[src/rtl/mem_arbiter.sv]
// Two-master arbiter for the single-port data RAM: req/gnt accept, RAM sequencing, registered read return.
// Define MEM_ARB_ROUND_ROBIN_EN for round-robin tie-breaking; otherwise port 0 has fixed priority.
module mem_arbiter (
  input  logic        clk,
  input  logic        rst,
  input  logic        m0_req,
  input  logic        m0_we,
  input  logic [15:0] m0_addr,
  input  logic [15:0] m0_wdata,
  output logic        m0_gnt,
  output logic        m0_rvalid,
  output logic [15:0] m0_rdata,
  input  logic        m1_req,
  input  logic        m1_we,
  input  logic [15:0] m1_addr,
  input  logic [15:0] m1_wdata,
  output logic        m1_gnt,
  output logic        m1_rvalid,
  output logic [15:0] m1_rdata,
  output logic        ram_ren,
  output logic        ram_wen,
  output logic [15:0] ram_addr,
  output logic [15:0] ram_din,
  input  logic [15:0] ram_dout,
  output logic        busy,
  output logic        owner
);

  typedef enum logic [1:0] {
    S_IDLE,
    S_ACCESS,
    S_READ
  } state_t;

  state_t      r_state;
  state_t      w_next;
  logic        r_last;
  logic        r_owner;
  logic        r_we;
  logic [15:0] r_addr;
  logic [15:0] r_wdata;
  logic [15:0] r_rdata0;
  logic [15:0] r_rdata1;
  logic        r_rvalid0;
  logic        r_rvalid1;

  logic        w_prefer1;
  logic        w_win;
  logic        w_grant;

`ifdef MEM_ARB_ROUND_ROBIN_EN
  assign w_prefer1 = ~r_last;
`else
  // last is still tracked for observability but never steers a tie here
  assign w_prefer1 = 1'b0 & r_last;
`endif

  assign w_win   = m1_req & (~m0_req | w_prefer1);
  assign w_grant = (r_state == S_IDLE) & (m0_req | m1_req) & ~rst;

  always_comb begin
    w_next = r_state;
    unique case (r_state)
      S_IDLE:   if (w_grant) w_next = S_ACCESS;
      S_ACCESS: w_next = r_we ? S_IDLE : S_READ;
      S_READ:   w_next = S_IDLE;
      default:  w_next = S_IDLE;
    endcase
  end

  always_ff @(posedge clk) begin
    if (rst) begin
      r_state   <= S_IDLE;
      r_last    <= 1'b1;
      r_owner   <= 1'b0;
      r_we      <= 1'b0;
      r_addr    <= '0;
      r_wdata   <= '0;
      r_rdata0  <= '0;
      r_rdata1  <= '0;
      r_rvalid0 <= 1'b0;
      r_rvalid1 <= 1'b0;
    end else begin
      r_state   <= w_next;
      r_rvalid0 <= (r_state == S_READ) & ~r_owner;
      r_rvalid1 <= (r_state == S_READ) & r_owner;
      if (w_grant) begin
        r_last  <= w_win;
        r_owner <= w_win;
        r_we    <= w_win ? m1_we    : m0_we;
        r_addr  <= w_win ? m1_addr  : m0_addr;
        r_wdata <= w_win ? m1_wdata : m0_wdata;
      end
      if (r_state == S_READ) begin
        if (r_owner) r_rdata1 <= ram_dout;
        else         r_rdata0 <= ram_dout;
      end
    end
  end

  assign m0_gnt    = w_grant & ~w_win;
  assign m1_gnt    = w_grant & w_win;
  assign m0_rvalid = r_rvalid0;
  assign m1_rvalid = r_rvalid1;
  assign m0_rdata  = r_rdata0;
  assign m1_rdata  = r_rdata1;
  assign ram_wen   = (r_state == S_ACCESS) & r_we;
  assign ram_ren   = (r_state == S_ACCESS) & ~r_we;
  assign ram_addr  = r_addr;
  assign ram_din   = r_wdata;
  assign busy      = (r_state != S_IDLE);
  assign owner     = r_owner;

endmodule

[config.mk]
export PLATFORM = sky130hd
export DESIGN_NAME = mem_arbiter
export DESIGN_NICKNAME = d
export VERILOG_FILES = /design/src/rtl/mem_arbiter.sv
export SDC_FILE = /design/constraint.sdc
export NUM_CORES = 1
export LEC_CHECK = 0
export ABC_AREA = 1
export CAP_MARGIN = 30
export CORE_MARGIN = 4
export CORE_UTILIZATION = 41
export CTS_CLUSTER_SIZE = 28
export DETAILED_ROUTE_END_ITERATION = 6
export PLACE_DENSITY = 0.87
export SLEW_MARGIN = 15
export SYNTH_ARGS = -nofsm -noshare
export SYNTH_HDL_FRONTEND = slang
export SYNTH_SLANG_ARGS = --single-unit
[constraint.sdc]
create_clock -name clk -period 1.35 [get_ports clk]
set_input_delay 0.27 -clock clk [delete_from_list [all_inputs] [get_ports clk]]
set_output_delay 0.27 -clock clk [all_outputs]
set_load 0.1 [all_outputs]
==> summary.txt <==
Status
  – Status: finished with violations
  – Failing checks: setup timing

Power
  – Worst vdd ir: 0.7184 mV
  – P per Cell Area: 1161 nW/um^2
  – Total Power: 7.251 mW
  – LEAKAGE: 2.948 nW

Clocking
  – Clock sink count: 70
  – Total CTS buffers: 9
  – Root Buffer: clkbuf_8
  – Clock Pin Slew Worst Setup and Hold Paths: 0.09 ns
  – Hold Buf Count CTS: 0
  – CTS tree: done
  – Clk_lat worst skew: 0.34 ns
  – Htree depth: 3
  – Bufs on Longest Clock Path: 2

Placed design
  – Number of port buffers: 157
  – Dpl hpwl: 8.812 mm
  – Placed cell area: 5897 um^2
  – Routability Congestion: 0.8508
  – Placed Cells: 781
  – Pre-CTS WS: -0.4583 ns

Die
  – Top-Level Pins: 158
  – Core area: 7807 um^2
  – Starting density of the core: 42.66%
  – Die width: 98.13 um
  – Die Area: 9630 um^2
  – # rows: 32
  – Die height: 98.13 um

STA
  – Tmin final: 1.575 ns
  – Hold WS: 0.5010 ns
  – Worst Slack Setup Final: -0.2249 ns
  – Final Slew Violations: 0
  – Period utilization: 116.7%
  – Hold Vio Cnt, Final: 0
  – Skew final: 0.01195 ns
  – Fmax: 0.6350 GHz
  – RSZ-0062 raised after global routing: yes
  – # setup viols final: 39
  – Least-Margin Pin Slew: 0.3633 ns
  – Setup TNS: -3.085 ns
  – Rel. slew slack: 75.78%

Drt
  – DR WL met2: 6.406 mm
  – Via-to-Cell Ratio: 4.914
  – DR top layer: met4
  – DRT Wirelength: 12.04 mm
  – Iteration-0 DRC Markers: 123
  – WL per Instance: 14.97 um
  – Drc violations: 0
  – Wire length on met1: 4.179 mm
  – DR vias: 3951
  – Drt pass-1 iters: 5
  – Post-route ant nets: 0
  – Met3 WL post-DR: 1.069 mm

Layout
  – Layout cells sized above 1: 19.69%
  – Nets: 782
  – Final Core Density: 79.98%
  – Fill cells: 522
  – Final cell count without fillers: 804
  – Area delta synth->final: 87.49%
  – Final instance area: 6245 um^2

Yosys
  – Syn Nets: 619
  – Synth top cells by count: 163 x nand2_1, 118 x nor2_1, 71 x inv_1
  – Post-synth EDFFs: 0
  – Count leader, synth: nand2_1
  – XOR/XNOR share of the synthesized area: 0%
  – Synth cell types: 21
  – Yosys warns: 0
  – Seq/Total Area, Yosys: 42.07%
  – Mux cell area share after synthesis: 0%
  – Synth Area in Compound Gates: 2.404%
  – Top post-synthesis cells by area: dfxtp_1 42%, nand2_1 18%, nor2_1 13%, inv_1 8.0%, nand3_1 5.1%
  – Asr flop ratio synth: 0%
  – Adder-cell share of the synthesized area: 0%
  – Synth area leader: dfxtp_1
  – Largest family of logic cells by synthesized area: simple AND/OR/NAND/NOR gates
  – Synth Instances: 533
  – Main flop type after synthesis: dfxtp_1
  – Synthesized flop and latch total: 70
  – Synth Area in Simple Gates: 42.52%
  – Mapped cell area: 3331 um^2
  – Synth top area share: 42.07%
  – Average size of a mapped cell: 6.249 um^2

GRT
  – Largest net degree at the start of global routing: 35
  – Initial antenna violation count: 0
  – Global route total overflow: 0
  – First-pass GRT wire length: 19.18 mm
  – Vias in the first global route: 4030
  – Total GRT Usage: 24.50%

Critical path
  – Critical path class: register to output port
  – Reg2reg setup slack: -0.10 ns
  – Maximum fanout along the worst path: 3
  – Setup crit end kind: output port
  – RR Startpoint: r_state[0]
  – CP cell instances: nor2_4 -> nand3_4 -> inv_4 -> nand2_4 -> clkinvlp_4 -> buf_12
  – CP arrival: 1.30 ns
  – Buf/Inv on CP: 3
  – Crit path max-delay cell type: dfxtp_2
  – Delay-heaviest family, CP: flip-flops
  – CP Launch Point: r_state[0]
  – Setup crit start kind: register
  – Worst endpoint required time: 1.08 ns
  – Max incr delay on CP: 0.34 ns

Worst hold path
  – HP Class: register to register
  – Worst Min Path Start: m1_rdata[5]

Run
  – Max Cap Viol: 0
## cells in the final DEF (no fill, tap or decap), drive strengths merged
master	n
clkinvlp	3
nor3	2
dlygate4sd2	3
nand3b	2
inv	76
diode	1
clkdlybuf4s50	82
a21oi	16
bufbuf	1
buf	96
nand3	36
nand2	166
nor4	1
nor2	119
clkbuf	9
dfxtp	70
bufinv	2
clkinv	1
nand4	16
## state kept, by name, summed over array words and instances (netlist names)
signal,count
ram_din,16
owner,1
m1_rvalid,1
r_we,1
r_state,2
m0_rvalid,1
m1_rdata,16
ram_addr,16
m0_rdata,16
## area by class of cell
cell class / instances / area [um^2] / share of cell area (%)
diodes: 1 / 2.502 / 0.04007
clock inverters: 7 / 102.6 / 1.643
clock buffers: 9 / 123.9 / 1.984
well taps: 102 / 127.6 / 2.044
inverters: 75 / 305.3 / 4.889
multi-input cells: 358 / 1604 / 25.69
flip-flops and latches: 70 / 1408 / 22.54
repair buffers: 182 / 2571 / 41.17
## kinds of logic after synthesis
group,count (synthesis)
AOI/OAI and AO/OA,16
and+or+nand+nor,341
DFF,70
buffers and inverters,106
## where the power goes
part / internal [mW] / switching [mW]
clock: 1.07 / 0.871
combinational: 1.14 / 1.79
sequential: 2.22 / 0.171
## path summary, 6_finish.rpt
kind,endpoint,depth (start not counted)
worst min-delay path,m1_rdata[5],2
worst max register to register,ram_din[9],10
worst max-delay path,m1_gnt,6
worst min register to register,m1_rdata[5],2
## tightest hold or removal path, stage by stage (launching register included)
cell and delay, ns:
dfxtp_1 0.34, nand2_1 0.07, a21oi_1 0.05
## per-layer routing
layer | track usage (%) | vias to the layer above
li1 | - | 1932
met1 | 25.74 | 1775
met2 | 45.92 | 206
met3 | 6.786 | 38
met4 | 9.664 | 0
met5 | 0 | -
## repair_timing
item                       in CTS  in global routing
gates resized for setup        11                  5
setup buffers                   3                  2
pin swaps                       5                  8
setup endpoints to repair      62                 52
hold endpoints to repair        0                  0
cloned                          2                  0
Power figures use the tool's default switching activity.
